[src/rtl/alu_log_unit_if.sv]
// Chip-select/ready handshake between the ALU controller and the logic/rotate unit.
interface alu_log_unit_if #(
    parameter int unsigned WIDTH = 16
) ();
    logic             cs;
    logic [1:0]       op;
    logic [WIDTH-1:0] A;
    logic [WIDTH-1:0] B;
    logic [WIDTH-1:0] out;
    logic             zf;
    logic             rdy;

    // Controller side: issues requests, consumes results
    modport master (
        output cs, op, A, B,
        input  out, zf, rdy
    );

    // Unit side: accepts requests, returns results
    modport slave (
        input  cs, op, A, B,
        output out, zf, rdy
    );
endinterface

[src/rtl/alu_log_unit.sv]
// Multi-cycle logic/rotate unit (ALU op codes 4-7). AND/OR/XOR finish in one RUN cycle;
// ROL rotates one bit per cycle, so latency grows with the rotate count.
module alu_log_unit #(
    parameter int unsigned WIDTH = 16,
    parameter int unsigned SHW   = $clog2(WIDTH)
) (
    input  logic            clk,
    input  logic            rst_n,
    alu_log_unit_if.slave   bus
);

    localparam logic [1:0] OpAnd = 2'b00;
    localparam logic [1:0] OpOr  = 2'b01;
    localparam logic [1:0] OpXor = 2'b10;
    localparam logic [1:0] OpRol = 2'b11;

    typedef enum logic [1:0] {StIdle, StRun, StDone} state_e;

    state_e           state_q, state_d;
    logic [1:0]       op_q, op_d;
    logic [WIDTH-1:0] acc_q, acc_d;
    logic [WIDTH-1:0] b_q, b_d;
    logic [SHW-1:0]   cnt_q, cnt_d;
    logic [WIDTH-1:0] out_q, out_d;
    logic             zf_q, zf_d;
    logic             rdy_q, rdy_d;
    logic [WIDTH-1:0] logic_res;

    // State register
    always_ff @(posedge clk or negedge rst_n) begin
        if (!rst_n) begin
            state_q <= StIdle;
        end else begin
            state_q <= state_d;
        end
    end

    // Operand, counter and result registers
    always_ff @(posedge clk or negedge rst_n) begin
        if (!rst_n) begin
            op_q  <= '0;
            acc_q <= '0;
            b_q   <= '0;
            cnt_q <= '0;
            out_q <= '0;
            zf_q  <= 1'b0;
            rdy_q <= 1'b0;
        end else begin
            op_q  <= op_d;
            acc_q <= acc_d;
            b_q   <= b_d;
            cnt_q <= cnt_d;
            out_q <= out_d;
            zf_q  <= zf_d;
            rdy_q <= rdy_d;
        end
    end

    // Next-state: ROL stays in RUN until its count is exhausted
    always_comb begin
        state_d = state_q;
        unique case (state_q)
            StIdle: if (bus.cs) state_d = StRun;
            StRun:  if (op_q != OpRol || cnt_q == '0) state_d = StDone;
            StDone: if (!bus.cs) state_d = StIdle;
            default: state_d = StIdle;
        endcase
    end

    // Logic-op result from latched operands
    always_comb begin
        logic_res = acc_q;
        unique case (op_q)
            OpAnd: logic_res = acc_q & b_q;
            OpOr:  logic_res = acc_q | b_q;
            OpXor: logic_res = acc_q ^ b_q;
            OpRol: logic_res = acc_q;
            default: logic_res = acc_q;
        endcase
    end

    // Datapath next values and registered outputs; rdy mirrors the DONE state
    always_comb begin
        op_d  = op_q;
        acc_d = acc_q;
        b_d   = b_q;
        cnt_d = cnt_q;
        out_d = out_q;
        zf_d  = zf_q;
        unique case (state_q)
            StIdle: begin
                if (bus.cs) begin
                    op_d  = bus.op;
                    acc_d = bus.A;
                    b_d   = bus.B;
                    cnt_d = bus.B[SHW-1:0];
                end
            end
            StRun: begin
                if (op_q == OpRol) begin
                    if (cnt_q != '0) begin
                        acc_d = {acc_q[WIDTH-2:0], acc_q[WIDTH-1]};
                        cnt_d = cnt_q - 1'b1;
                    end else begin
                        out_d = acc_q;
                        zf_d  = (acc_q == '0);
                    end
                end else begin
                    out_d = logic_res;
                    zf_d  = (logic_res == '0);
                end
            end
            StDone: ;
            default: ;
        endcase
        rdy_d = (state_d == StDone);
    end

    assign bus.out = out_q;
    assign bus.zf  = zf_q;
    assign bus.rdy = rdy_q;

endmodule
[src/flat_wrapper.sv]
// flat-port wrapper written by rule: the top's interface ports become plain ports
module alu_log_unit_flat 
#(
    parameter int unsigned WIDTH = 16,
    parameter int unsigned SHW   = $clog2(WIDTH)
)
  (clk, rst_n, bus_cs, bus_op, bus_A, bus_B, bus_out, bus_zf, bus_rdy);
  alu_log_unit_if #(.WIDTH(WIDTH)) bus_i ();
  input  logic clk;
  input  logic rst_n;
  input wire logic [$bits(bus_i.cs)-1:0] bus_cs;
  input wire logic [$bits(bus_i.op)-1:0] bus_op;
  input wire logic [$bits(bus_i.A)-1:0] bus_A;
  input wire logic [$bits(bus_i.B)-1:0] bus_B;
  output wire logic [$bits(bus_i.out)-1:0] bus_out;
  output wire logic [$bits(bus_i.zf)-1:0] bus_zf;
  output wire logic [$bits(bus_i.rdy)-1:0] bus_rdy;
  assign bus_i.cs = bus_cs;
  assign bus_i.op = bus_op;
  assign bus_i.A = bus_A;
  assign bus_i.B = bus_B;
  assign bus_out = bus_i.out;
  assign bus_zf = bus_i.zf;
  assign bus_rdy = bus_i.rdy;
  alu_log_unit #(.WIDTH(WIDTH), .SHW(SHW)) u_core (.clk(clk), .rst_n(rst_n), .bus(bus_i));
endmodule
[config.mk]
export PLATFORM = sky130hd
export DESIGN_NAME = alu_log_unit_flat
export DESIGN_NICKNAME = d
export VERILOG_FILES = /design/src/rtl/alu_log_unit_if.sv /design/src/rtl/alu_log_unit.sv /design/src/flat_wrapper.sv
export SDC_FILE = /design/constraint.sdc
export NUM_CORES = 1
export LEC_CHECK = 0
export ABC_AREA = 1
export BUFFER_PORTS_ARGS = -buffer_cell sky130_fd_sc_hd__buf_2
export CORE_MARGIN = 2
export CORE_UTILIZATION = 57
export DETAILED_ROUTE_END_ITERATION = 7
export HOLD_SLACK_MARGIN = 0.1
export PLACE_DENSITY = 0.77
export SYNTH_ARGS = -nofsm -noshare
export SYNTH_HDL_FRONTEND = slang
export SYNTH_SLANG_ARGS = --single-unit
[constraint.sdc]
create_clock -name clk -period 1.8 [get_ports clk]
set_input_delay 0.27 -clock clk [delete_from_list [all_inputs] [get_ports clk]]
set_output_delay 0.27 -clock clk [all_outputs]
set_load 0.005 [all_outputs]
## Yosys cells after proc, flatten, opt, wreduce, memory -nomap -nowiden

Index checks and enable logic that the tools add are counted.

- Latch bits: 0
- Memories: 0
- Register bits after elaboration: 58
- Memory bits (read-only): 0
- Output and inout bits: 18
- Bits in writable memories: 0
- Input bits: 37

- Eq/ne operators: 11
- $add $sub $neg: 1
- Div/mod/pow operators: 0
- Multiplexer cells: 17
- Multipliers: 0
- Order comparisons: 0
- Shifts and indexed selects: 0
- Bitwise logic cells: 3
- Reductions and logical operators: 11

Operators by type and width:

| operator | count |
|---|---|
| $mux 16 | 5 |
| $pmux 16 s4 | 1 |
| $logic_not 16->1 | 2 |
| $pmux 16 s2 | 1 |
| $and 16x16->16 | 1 |
| $or 16x16->16 | 1 |
| $xor 16x16->16 | 1 |
| $mux 4 | 3 |
| $eq 2x2->1 const B | 4 |
| $pmux 4 s2 | 1 |
| $mux 2 | 3 |
| $ne 2x2->1 const B | 3 |
| $pmux 2 s3 | 1 |
| $eq 2x1->1 const B | 2 |
| $logic_not 2->1 | 2 |
| $logic_not 4->1 | 1 |
| $ne 2x1->1 const B | 2 |
| $reduce_and 2->1 | 2 |
| $reduce_and 4->1 | 1 |
| $reduce_bool 4->1 | 1 |
| $sub 4x1->4 const B | 1 |
| $mux 1 | 2 |
| $reduce_bool 2->1 | 1 |
| $logic_or 1x1->1 | 1 |

## Depth between registers and ports, before layout

Gate-level depths: netlist of the first run.

- Depth in word-level cells: 5
- Depth in mapped cells: 11
- Depth with buffers taken out: 11

## Worst setup path after synthesis of the first run

Ideal clock, no wire load.

- Kind: reg2reg
- Start point: register u_core.cnt_q[0]
- End point: register u_core.acc_q[11]
- Library setup time: 130 ps
- Data arrival time: 1266 ps
- Clock period less this slack: 1396 ps
- Path slack: 404 ps
- Cell stages (with the launch flop): 10
- Cells stage by stage: dfrtp_1 > inv_1 > ha_1 > nand2_1 > inv_1 > a21oi_2 > nand2_1 > nand2_2 > buf_2 > o21ai_0

- Longest elaborated chain between the ends: 3

RTL lines:

| what | RTL line | text |
|---|---|---|
| start, declared | alu_log_unit.sv:23 | `logic [SHW-1:0] cnt_q, cnt_d;` |
| start signal, assigned | alu_log_unit.sv:52 | `cnt_q <= cnt_d;` |
| $reduce_bool 4->1 | alu_log_unit.sv:101 | `if (cnt_q != '0) begin` |
| $ne 2x1->1 (no source line) | n/a |  |
| $reduce_and 4->1 (no source line) | n/a |  |
| end signal, assigned | alu_log_unit.sv:42 | `acc_q <= '0;` |
| end signal, assigned | alu_log_unit.sv:50 | `acc_q <= acc_d;` |
| end, declared | alu_log_unit.sv:21 | `logic [WIDTH-1:0] acc_q, acc_d;` |

No other way between the ends.
A chain may end at the register's enable or synchronous reset.

## Worst setup path after layout of the first run

- Start point: register u_core.op_q[0]
- End point: register u_core.acc_q[11]

- Longest elaborated chain between the ends: 3

RTL lines:

| what | RTL line | text |
|---|---|---|
| start, declared | alu_log_unit.sv:20 | `logic [1:0] op_q, op_d;` |
| start signal, assigned | alu_log_unit.sv:49 | `op_q <= op_d;` |
| $eq 2x2->1 | alu_log_unit.sv:100 | `if (op_q == OpRol) begin` |
| $ne 2x1->1 (no source line) | n/a |  |
| $reduce_and 4->1 (no source line) | n/a |  |

No other way between the ends.

==> results.sh, run 1 <==
export IMPL_cts_made_buffers=9
export IMPL_synth_top_area_cell="dfrtp_1"
export IMPL_fin_skew_ns=0.0107
export IMPL_dieArea_um2=6740
export IMPL_viasPerCell=5.36
export IMPL_setup_viol=0
export IMPL_antenna_found_initial=0
export IMPL_core_area_um2=5920
export IMPL_dieWidth_um=82.1
export IMPL_post_route_period_util=0.913
export IMPL_grtUsageTotal=0.259
export IMPL_slew_viol_final=0
export IMPL_grt_pass1_vias=2942
export IMPL_synth_xor_area_frac=0
export IMPL_grt_overflow_total=0
export IMPL_switching_share=0.447
export IMPL_synth_top_area_share=0.418
export IMPL_synthesis_nets=503
export IMPL_pwr_share_comb=0.516
export IMPL_htree_levels=3
export IMPL_wl_per_cell_um=14.0
export IMPL_grt_max_degree=39
export IMPL_wl_um=8000
export IMPL_cts_tree="yes"
export IMPL_ys_ff_latch=58
export IMPL_max_freq_mhz=608
export IMPL_critPathMaxFanout=23
export IMPL_arrival_ns=1.91
export IMPL_hold_class="primary input to flip-flop"
export IMPL_root_buffer="clkbuf_8"
export IMPL_netlist_area_um2=3480
export IMPL_relSlewSlack=0.678
export IMPL_synth_mux_area_fraction=0.00324
export IMPL_maxCapViolCount=0
export IMPL_grt_first_pass_wirelength_um=13200
export IMPL_synth_compound_area_share=0.103
export IMPL_synth_distinct_cells=23
export IMPL_syn_area_per_cell_um2=8.03
export IMPL_fin_nets=563
export IMPL_dp_cells=556
export IMPL_clock_latency_ns=0.34
export IMPL_worst_setup_path_start_kind="flip-flop"
export IMPL_netlist_top_cells_area="dfrtp_1 (42%), nand2_1 (13%), ha_1 (12%), inv_1 (6.0%), nand3_1 (4.5%)"
export IMPL_start_util=0.587
export IMPL_num_rows=28
export IMPL_first_pass_iters=4
export IMPL_drtAntennaViolNets=0
export IMPL_instances_no_fill=572
export IMPL_critPathSlowestCell="dfrtp_2"
export IMPL_worst_pin_slew_ns=0.483
export IMPL_required_ns=2.06
export IMPL_internal_power_mw=4.26
export IMPL_finalPower_mw=7.70
export IMPL_peakVddDrop_mv=1.53
export IMPL_drive_gt1_frac=0.191
export IMPL_synth_ff_type="dfrtp_1"
export IMPL_finalHoldViolations=0
export IMPL_crit_path_end_kind="flip-flop"
export IMPL_p_clk_frac=0.178
export IMPL_yosys_area_share_adder=0.119
export IMPL_cpMostUsedCell="nand2_2"
export IMPL_path_cells="buf_4 -> nand2_2 -> a21oi_2 -> nand2_1 -> nand2_2 -> buf_6 -> o211ai_1 -> o21ai_0"
export IMPL_min_period_ns=1.64
export IMPL_p_leak_nw=2.14
export IMPL_dieHeight_um=82.1
export IMPL_clockBufferDepth=2
export IMPL_synth_top_family_by_area="simple AND/OR/NAND/NOR gates"
export IMPL_ys_warn_count=0
export IMPL_detail_route_iter0_violations=196
export IMPL_pwr_share_seq=0.306
export IMPL_tns_ns=0
export IMPL_synth_edf_count=0
export IMPL_path_clk_slew_ns=0.06
export IMPL_whs_ns=0.164
export IMPL_status="completed"
export IMPL_gp_congestion=0.868
export IMPL_drc_errors=0
export IMPL_power_switching_mw=3.44
export IMPL_async_flop_share=1.00
export IMPL_area_delta_synth_final_pct=17.0
export IMPL_io_pins=55
export IMPL_cts_setup_buffers=0
export IMPL_cts_num_sinks=58
export IMPL_synth_cells=433
export IMPL_diodes=0
export IMPL_vias=3068
export IMPL_io_buffers=54
export IMPL_max_stage_delay_ns=0.47
export IMPL_synth_simple_area_share=0.246
export IMPL_dp_hpwl_um=5690
export IMPL_ys_seq_area_frac=0.418
export IMPL_power_per_cell_area_nw_per_um2=1890
export IMPL_critPathKind="flip-flop to flip-flop"
export IMPL_post_route_util=0.687
==> cell usage in the layout, fill, tap and decap left out, drive strengths merged <==
cell	instances
nand2	118
dlygate4sd3	1
dfrtp	58
a21oi	18
nor2	33
ha	33
nor3	1
nand4	15
o211ai	18
inv	59
mux2	1
buf	70
clkbuf	13
o21ai	26
nand3	31
bufinv	2
==> final timing paths <==
kind                       slack, ns            endpoint  cells after the start              start
setup reg to reg                0.16    u_core.acc_q[11]                      8     u_core.op_q[0]
hold / removal                  0.16      u_core.op_q[1]                      2          bus_op[1]
min in group asynchronous       0.42  u_core.bus.out[10]                      2              rst_n
hold reg to reg                 0.47   u_core.bus.out[1]                      2  u_core.bus.out[1]
setup / recovery                0.16    u_core.acc_q[11]                      8     u_core.op_q[0]
max in group asynchronous       0.80      u_core.op_q[0]                      3              rst_n
==> power groups by stage <==
| stage | registers [mW] | clock network (mW) | logic (mW) |
|---|---|---|---|
| 5_1_grt | 2.43 | 1.43 | 4.56 |
| 3_3_place_gp | 2.32 | 0 | 3.72 |
| 4_1_cts | 2.34 | 1.38 | 3.97 |
| 3_5_place_dp | 2.36 | 0 | 3.89 |
| 2_1_floorplan | 2.27 | 0 | 2.94 |
| 6_report | 2.35 | 1.37 | 3.97 |
==> routing by layer <==
| layer | share of wire | wire [um] | track usage | vias up |
|---|---|---|---|---|
| met2 | 0.49 | 3950 | 0.454 | 86 |
| met5 | 0 | 0 | 0 | - |
| met3 | 0.047 | 377 | 0.0435 | 19 |
| met4 | 0.020 | 163 | 0.110 | 0 |
| li1 | - | - | - | 1513 |
| met1 | 0.44 | 3500 | 0.315 | 1450 |
==> cell type report <==
class                   count  area [um^2]
multi-input cells         294         1640
inverters                  59          229
flip-flops and latches     58         1450
clock buffers              13          159
fillers                   499         1850
well taps                  75         93.8
repair buffers             71          433
clock inverters             2         60.1
==> synth_stat cells, types with 2 or more instances <==
cell and n:
inv_2 2, o21ai_0 16, dfrtp_1 58, nand2_1 116, buf_4 3, inv_1 56
o211ai_1 18, nor2_1 29, buf_6 7, nor2_4 4, nand2_2 2, ha_1 33
o21ai_1 10, nand3_1 31, buf_2 8, a21oi_1 17, clkbuf_1 3, nand4_1 15
==> registers in the layout, indices dropped and copies added (netlist names) <==
signal	count
u_core.acc_q	16
u_core.b_q	16
u_core.bus.out	16
u_core.cnt_q	4
u_core.op_q	2
u_core.state_q	2
u_core.bus.rdy	1
u_core.bus.zf	1
==> worst max-delay path: cells and delay by family (launching register included) <==
family                 cells  cell delay (ns)
AND/OR/NAND/NOR            3             0.27
flip-flops                 1             0.47
buffers and inverters      2             0.39
AO/OA/AOI/OAI              3             0.42
==> per-stage QoR <==
stage,setup WS [ns],area (um^2)
after detailed placement,0.112,3830
after global routing,-0.0116,4070
after CTS,0.0356,4060
final,0.157,4070
after global placement,0.195,3830
after floorplan,0.404,3480
==> what timing repair did <==
item | 4_1_cts | 5_1_grt
gates resized for setup | 0 | 3
endpoints found under the setup margin | 0 | 18
hold buffers | 1 | 0
hold endpoints to repair | 20 | 0
==> kinds of logic after synthesis <==
kind of cell	after synthesis
AO/OA/AOI/OAI	62
adder cells (fa/ha/maj)	33
buffers and inverters	81
flip-flops	58
multiplexers	1
AND/OR/NAND/NOR	198
No activity file was read; power rests on OpenSTA's default activity.
==> run 2: changes to the inputs <==
--- a/config.mk
+++ b/config.mk
@@ -8,10 +8,10 @@
 export ABC_AREA = 1
 export BUFFER_PORTS_ARGS = -buffer_cell sky130_fd_sc_hd__buf_2
 export CORE_MARGIN = 2
-export CORE_UTILIZATION = 57
+export CORE_UTILIZATION = 51
 export DETAILED_ROUTE_END_ITERATION = 7
 export HOLD_SLACK_MARGIN = 0.1
-export PLACE_DENSITY = 0.77
+export PLACE_DENSITY = 0.73
 export SYNTH_ARGS = -nofsm -noshare
 export SYNTH_HDL_FRONTEND = slang
 export SYNTH_SLANG_ARGS = --single-unit
==> constraint.sdc (replaced) <==
create_clock -name clk -period 1.4 [get_ports clk]
set_input_delay 0.21 -clock clk [delete_from_list [all_inputs] [get_ports clk]]
set_output_delay 0.21 -clock clk [all_outputs]
set_load 0.005 [all_outputs]
==> results.sh, run 2 (synthesis gave the netlist of run 1 again) <==
export IMPL_status="complete, but fails checks"
export IMPL_violations="setup timing"
export IMPL_io_buffers=54
export IMPL_drtAntennaViolNets=0
export IMPL_core_area_um2=6680
export IMPL_grt_overflow_total=0
export IMPL_cts_num_sinks=58
export IMPL_arrival_ns=1.86
export IMPL_cts_tree="yes"
export IMPL_io_pins=55
export IMPL_grtUsageTotal=0.270
export IMPL_detail_route_iter0_violations=263
export IMPL_viasPerCell=5.34
export IMPL_peakVddDrop_mv=1.45
export IMPL_cp_startpoint="u_core.b_q[3]"
export IMPL_hold_class="primary input to flip-flop"
export IMPL_reg2reg_slack_ns=-0.18
export IMPL_min_from="bus_B[10]"
export IMPL_tns_ns=-3.51
export IMPL_pwr_share_seq=0.229
export IMPL_required_ns=1.69
export IMPL_diodes=0
export IMPL_maxCapViolCount=0
export IMPL_num_rows=30
export IMPL_clock_latency_ns=0.35
export IMPL_dp_slack_ns=-0.139
export IMPL_power_per_cell_area_nw_per_um2=2640
export IMPL_max_freq_mhz=634
export IMPL_path_clk_slew_ns=0.07
export IMPL_gp_congestion=0.912
export IMPL_htree_levels=3
export IMPL_dieHeight_um=86.6
export IMPL_power_switching_mw=5.60
export IMPL_drc_errors=0
export IMPL_fin_skew_ns=0.00942
export IMPL_p_leak_nw=2.57
export IMPL_final_cell_mix="nand2_1 (102), buf_4 (69), dfrtp_1 (58), buf_2 (54), inv_1 (51)"
export IMPL_fin_nets=640
export IMPL_finalHoldViolations=0
export IMPL_setup_viol=40
export IMPL_clockBufferDepth=2
export IMPL_rsz0062_at_grt="yes"
export IMPL_dieWidth_um=86.6
export IMPL_dieArea_um2=7490
export IMPL_worst_r2r_endpoint="u_core.bus.zf"
export IMPL_reg2regPathDepth=9
export IMPL_layout_setup_ws_ns=-0.178
export IMPL_wl_per_cell_um=15.4
export IMPL_area_delta_synth_final_pct=41.7
export IMPL_final_common_cell="nand2_1"
export IMPL_endpoint="u_core.bus.zf"
export IMPL_wl_um=10100
export IMPL_first_pass_iters=4
export IMPL_p_clk_frac=0.119
export IMPL_whs_ns=0.108
export IMPL_post_route_period_util=1.13
export IMPL_root_buffer="clkbuf_8"
export IMPL_start_util=0.520
export IMPL_grt_first_pass_wirelength_um=15800
export IMPL_relSlewSlack=0.695
export IMPL_antenna_found_initial=0
export IMPL_cts_made_buffers=9
export IMPL_slew_viol_final=0
export IMPL_crit_path_end_kind="flip-flop"
export IMPL_drive_gt1_frac=0.353
export IMPL_grt_pass1_vias=3534
export IMPL_switching_share=0.430
export IMPL_r2r_start="u_core.b_q[3]"
export IMPL_worst_setup_path_start_kind="flip-flop"
export IMPL_critPathMaxFanout=2
export IMPL_dp_hpwl_um=6440
export IMPL_hold_depth=3
export IMPL_critPathKind="flip-flop to flip-flop"
export IMPL_vias=3495
export IMPL_min_period_ns=1.58
export IMPL_worst_pin_slew_ns=0.457
export IMPL_internal_power_mw=7.43
export IMPL_pwr_share_comb=0.653
export IMPL_grt_max_degree=22
run 2: stage by stage:
stage	instance area, um^2	util	power [mW]	std cells
final	4920	0.737	13.0	655
after global routing	4920	0.737	14.1	655
after detailed placement	4330	0.649	9.78	619
after floorplan	3480	-	6.70	433
after global placement	4330	0.649	9.52	619
after CTS	4730	0.708	12.1	648
run 2: layer usage:
layer,track usage,part of all wire,up-vias
met2,0.465,0.49,121
li1,-,-,1673
met3,0.0438,0.038,45
met4,0.142,0.050,0
met1,0.324,0.42,1656
met5,0,0,-
run 2: critical path, cell delays in order, from the launching register on:
cell	delay [ns]
dfrtp_1	0.40
inv_1	0.10
ha_1	0.33
nand3_1	0.11
nand4_1	0.12
nor2_1	0.14
nand2_1	0.08
nor2_1	0.11
nand3_1	0.07
nand2_1	0.05
run 2: cell type report:
cell class	count	area (um^2)
Inverter	59	231
Clock inverter	7	70.1
Fill cell	470	1760
Timing Repair Buffer	148	1190
Clock buffer	9	124
Multi-Input combinational cell	294	1760
Sequential cell	58	1450
Tap cell	80	100
run 2: power by group through the flow:
| stage | Clock [mW] | Combinational [mW] | Sequential [mW] |
|---|---|---|---|
| finish | 1.54 | 8.50 | 2.98 |
| global route | 1.64 | 9.36 | 3.06 |
| CTS | 1.55 | 7.59 | 2.92 |
| detailed placement | 0 | 6.82 | 2.96 |
| global placement | 0 | 6.60 | 2.92 |
| floorplan | 0 | 3.78 | 2.92 |
run 2: worst min-delay path by stage:
| stage | end | slack (ns) |
|---|---|---|
| floorplan | u_core.acc_q[0] | -0.09 |
| global route | u_core.acc_q[4] | 0.13 |
| CTS | u_core.b_q[10] | 0.10 |
| finish | u_core.b_q[10] | 0.11 |
| global placement | u_core.acc_q[11] | 0.18 |
| detailed placement | u_core.b_q[11] | 0.18 |
run 2: repair_timing:
item | CTS | global route
endpoints found under the setup margin | 37 | 44
pin swaps | 3 | 10
cloned | 2 | 3
buffers inserted | 9 | 6
hold endpoints to repair | 14 | 0
hold buffers | 2 | 0
gates resized for setup | 23 | 37
==> run 3: changes to the inputs <==
--- a/config.mk
+++ b/config.mk
@@ -5,13 +5,12 @@
 export SDC_FILE = /design/constraint.sdc
 export NUM_CORES = 1
 export LEC_CHECK = 0
-export ABC_AREA = 1
-export BUFFER_PORTS_ARGS = -buffer_cell sky130_fd_sc_hd__buf_2
 export CORE_MARGIN = 2
-export CORE_UTILIZATION = 51
+export CORE_UTILIZATION = 57
 export DETAILED_ROUTE_END_ITERATION = 7
+export DONT_BUFFER_PORTS = 1
 export HOLD_SLACK_MARGIN = 0.1
-export PLACE_DENSITY = 0.73
+export PLACE_DENSITY = 0.72
 export SYNTH_ARGS = -nofsm -noshare
 export SYNTH_HDL_FRONTEND = slang
 export SYNTH_SLANG_ARGS = --single-unit
==> results.sh, run 3 <==
export IMPL_clockBufferDepth=2
export IMPL_synth_edf_count=0
export IMPL_dieHeight_um=81.0
export IMPL_num_rows=28
export IMPL_status="aborted with a tool error"
export IMPL_io_buffers=0
export IMPL_synthesis_nets=405
export IMPL_root_buffer="clkbuf_8"
export IMPL_netlist_top_cells_area="dfrtp_1 (43%), ha_1 (12%), mux4_2 (10%), inv_1 (5.6%), a21oi_1 (5.3%)"
export IMPL_synth_cells=335
export IMPL_gp_congestion=0.861
export IMPL_cts_num_sinks=58
export IMPL_synth_top_area_cell="dfrtp_1"
export IMPL_synth_distinct_cells=30
export IMPL_endpoint_type="register data pin"
export IMPL_async_flop_share=1.00
export IMPL_timing_grt_repair_worst_endpoint="u_core.bus.zf$_DFFE_PN0P_/D"
export IMPL_toolErrorMsg="[ERROR DPL-0038] Utilization greater than 100%, impossible to legalize"
export IMPL_dp_hpwl_um=5900
export IMPL_netlist_area_um2=3380
export IMPL_htree_levels=3
export IMPL_dieWidth_um=81.0
export IMPL_lastStage="5_1_grt"
export IMPL_synth_commonest_cells="dfrtp_1 (58), inv_1 (50), a21oi_1 (36)"
export IMPL_cts_made_buffers=9
export IMPL_yosysMostFrequentCell="dfrtp_1"
export IMPL_synth_ff_type="dfrtp_1"
export IMPL_ys_ff_latch=58
export IMPL_io_pins=55
export IMPL_dp_cells=477
export IMPL_synth_top_area_share=0.430
export IMPL_syn_area_per_cell_um2=10.1
export IMPL_postPlaceCellArea_um2=4130
export IMPL_start_util=0.581
export IMPL_ys_warn_count=0
export IMPL_ys_seq_area_frac=0.430
export IMPL_grt_max_degree=59
[run 3: logic make-up after synthesis]
kind of cell	share of synthesized area
AO/OA/AOI/OAI	0.113
adder cells (fa/ha/maj)	0.122
buffers and inverters	0.0804
flip-flops	0.430
multiplexers	0.157
AND/OR/NAND/NOR	0.0978
[run 3: timing repair]
item                                   4_1_cts
endpoints found under the hold margin       95
gates resized for setup                    121
setup buffers                               37
pin swaps                                   11
setup endpoints to repair                   40
gates cloned                                 6
hold buffers                                35
[run 3: stage by stage]
step / TNS (ns) / setup slack, ns / util
after floorplan: -5.04 / -0.381 / -
after global placement: -8.48 / -0.455 / 0.710
after detailed placement: -10.01 / -0.519 / 0.710
after CTS: -12.64 / -0.467 / 0.949
==> run 4: changes to the inputs <==
--- a/config.mk
+++ b/config.mk
@@ -6,11 +6,10 @@
 export NUM_CORES = 1
 export LEC_CHECK = 0
 export CORE_MARGIN = 2
-export CORE_UTILIZATION = 57
+export CORE_UTILIZATION = 40
 export DETAILED_ROUTE_END_ITERATION = 7
 export DONT_BUFFER_PORTS = 1
-export HOLD_SLACK_MARGIN = 0.1
-export PLACE_DENSITY = 0.72
+export PLACE_DENSITY_LB_ADDON = 0.15
 export SYNTH_ARGS = -nofsm -noshare
 export SYNTH_HDL_FRONTEND = slang
 export SYNTH_SLANG_ARGS = --single-unit
==> constraint.sdc (replaced) <==
create_clock -name clk -period 1.82 [get_ports clk]
set_input_delay 0.273 -clock clk [delete_from_list [all_inputs] [get_ports clk]]
set_output_delay 0.273 -clock clk [all_outputs]
set_load 0.005 [all_outputs]
==> results.sh, run 4 <==
export IMPL_cp_startpoint="u_core.b_q[12]"
export IMPL_instances_no_fill=506
export IMPL_postPlaceCellArea_um2=3920
export IMPL_worst_pin_slew_ns=0.379
export IMPL_synthesis_nets=405
export IMPL_grt_pass1_vias=2731
export IMPL_wl_um=8650
export IMPL_dieHeight_um=95.9
export IMPL_final_common_cell="dfrtp_1"
export IMPL_netlist_top_cells_area="dfrtp_1 (43%), ha_1 (12%), mux4_2 (10%), inv_1 (5.6%), a21oi_1 (5.3%)"
export IMPL_async_flop_share=1.00
export IMPL_cts_made_buffers=9
export IMPL_critPathKind="flip-flop to flip-flop"
export IMPL_cts_tree="yes"
export IMPL_viasPerCell=5.16
export IMPL_synth_top_area_cell="dfrtp_1"
export IMPL_maxCapViolCount=0
export IMPL_reg2reg_slack_ns=-0.07
export IMPL_whs_ns=0.0574
export IMPL_start_util=0.411
export IMPL_root_buffer="clkbuf_8"
export IMPL_grt_first_pass_wirelength_um=13400
export IMPL_antenna_found_initial=0
export IMPL_dp_hpwl_um=5870
export IMPL_syn_area_per_cell_um2=10.1
export IMPL_layout_setup_ws_ns=-0.0657
export IMPL_fin_nets=467
export IMPL_synth_edf_count=0
export IMPL_dieArea_um2=9190
export IMPL_hold_depth=2
export IMPL_r2r_start="u_core.b_q[12]"
export IMPL_area_delta_synth_final_pct=30.9
export IMPL_slew_viol_final=0
export IMPL_relSlewSlack=0.747
export IMPL_crit_path_end_kind="flip-flop"
export IMPL_synth_distinct_cells=30
export IMPL_peakVddDrop_mv=0.983
export IMPL_fin_skew_ns=0.00898
export IMPL_critPathMaxFanout=2
export IMPL_ys_ff_latch=58
export IMPL_clockBufferDepth=2
export IMPL_max_freq_mhz=530
export IMPL_num_rows=33
export IMPL_synth_cells=335
export IMPL_synth_ff_type="dfrtp_1"
export IMPL_p_leak_nw=2.07
export IMPL_post_route_period_util=1.04
export IMPL_path_clk_slew_ns=0.07
export IMPL_cts_num_sinks=58
export IMPL_clock_latency_ns=0.33
export IMPL_finalHoldViolations=0
export IMPL_dieWidth_um=95.9
export IMPL_yosysMostFrequentCell="dfrtp_1"
export IMPL_worst_r2r_endpoint="u_core.bus.zf"
export IMPL_vias=2613
export IMPL_min_from="bus_B[9]"
export IMPL_violations="setup timing"
export IMPL_detail_route_iter0_violations=76
export IMPL_required_ns=2.08
export IMPL_hold_class="primary input to flip-flop"
export IMPL_ys_warn_count=0
export IMPL_reg2regPathDepth=6
export IMPL_fin_area_um2=4420
export IMPL_tns_ns=-0.0657
export IMPL_min_period_ns=1.89
export IMPL_io_buffers=0
export IMPL_grt_overflow_total=0
export IMPL_grt_max_degree=59
export IMPL_netlist_area_um2=3380
export IMPL_synth_commonest_cells="dfrtp_1 (58), inv_1 (50), a21oi_1 (36)"
export IMPL_worst_setup_path_start_kind="flip-flop"
export IMPL_ys_seq_area_frac=0.430
export IMPL_setup_viol=1
export IMPL_first_pass_iters=4
export IMPL_grtUsageTotal=0.194
export IMPL_dp_cells=480
export IMPL_arrival_ns=2.14
export IMPL_htree_levels=3
export IMPL_power_per_cell_area_nw_per_um2=2080
export IMPL_rsz0062_at_grt="yes"
export IMPL_min_to="u_core.b_q[9]"
export IMPL_status="complete, but fails checks"
export IMPL_io_pins=55
export IMPL_gp_congestion=0.816
export IMPL_post_route_util=0.538
export IMPL_drive_gt1_frac=0.329
export IMPL_wl_per_cell_um=17.1
export IMPL_drc_errors=0
export IMPL_core_area_um2=8220
export IMPL_drtAntennaViolNets=0
export IMPL_synth_top_area_share=0.430
export IMPL_diodes=0
export IMPL_final_cell_mix="dfrtp_1 (57), buf_4 (55), inv_1 (47), a21oi_1 (33), ha_1 (31)"
==> run 4: final cells by class <==
cell class / instances / area [um^2]
Fill cell: 754 / 3800
Multi-Input combinational cell: 209 / 1790
Sequential cell: 58 / 1450
Timing Repair Buffer: 69 / 676
Inverter: 50 / 188
Clock buffer: 12 / 145
Tap cell: 105 / 131
Clock inverter: 3 / 40.0
==> run 4: cell families (layout without fill, tap and decap cells) <==
family | count (synthesis) | after routing | synth area share
multiplexers | 32 | 32 | 0.157
AND/OR/NAND/NOR | 75 | 75 | 0.0978
flip-flops | 58 | 58 | 0.430
AO/OA/AOI/OAI | 69 | 69 | 0.113
buffers and inverters | 68 | 134 | 0.0804
adder cells (fa/ha/maj) | 33 | 33 | 0.122
==> run 4: what timing repair did <==
action	4_1_cts	5_1_grt
cloned	0	4
buffers inserted	4	1
pin swaps	0	2
endpoints found under the setup margin	8	27
hold buffers	2	0
endpoints found under the hold margin	58	0
resized for setup	7	24
==> run 4: layer usage <==
layer | wire (um) | GRT usage | up-vias
met5 | 0 | 0 | -
met4 | 136 | 0.0548 | 0
met3 | 440 | 0.0493 | 14
met2 | 4230 | 0.325 | 62
met1 | 3850 | 0.250 | 1285
li1 | - | - | 1252
==> run 4: worst max-delay path by stage <==
stage                    endpoint  depth (start not counted)
floorplan           u_core.bus.zf                          6
global placement    u_core.bus.zf                          6
detailed placement  u_core.bus.zf                          6
CTS                 u_core.bus.zf                          6
global route        u_core.bus.zf                          6
finish              u_core.bus.zf                          6
==> run 4: worst max-delay path, cell delays in order (launching register included) <==
cell	delay (ns)
dfrtp_1	0.37
inv_1	0.06
ha_1	0.30
mux4_2	0.51
nor4_4	0.31
nand4_1	0.12
a21oi_1	0.14
==> run 4: report_power, final <==
| part | total [mW] | leakage, nW | switching (mW) | internal (mW) |
|---|---|---|---|---|
| clock | 1.17 | 0.0962 | 0.512 | 0.659 |
| sequential | 2.50 | 0.683 | 0.547 | 1.95 |
| combinational | 5.51 | 1.29 | 2.54 | 2.98 |
| total | 9.19 | 2.07 | 3.59 | 5.59 |
==> run 4: through the flow <==
step                power, mW  setup WS [ns]
global placement         7.08        -0.0888
finish                   9.19        -0.0657
detailed placement       7.25         -0.104
floorplan                5.17         0.0389
CTS                      8.73        -0.0485
global route             9.94         -0.143
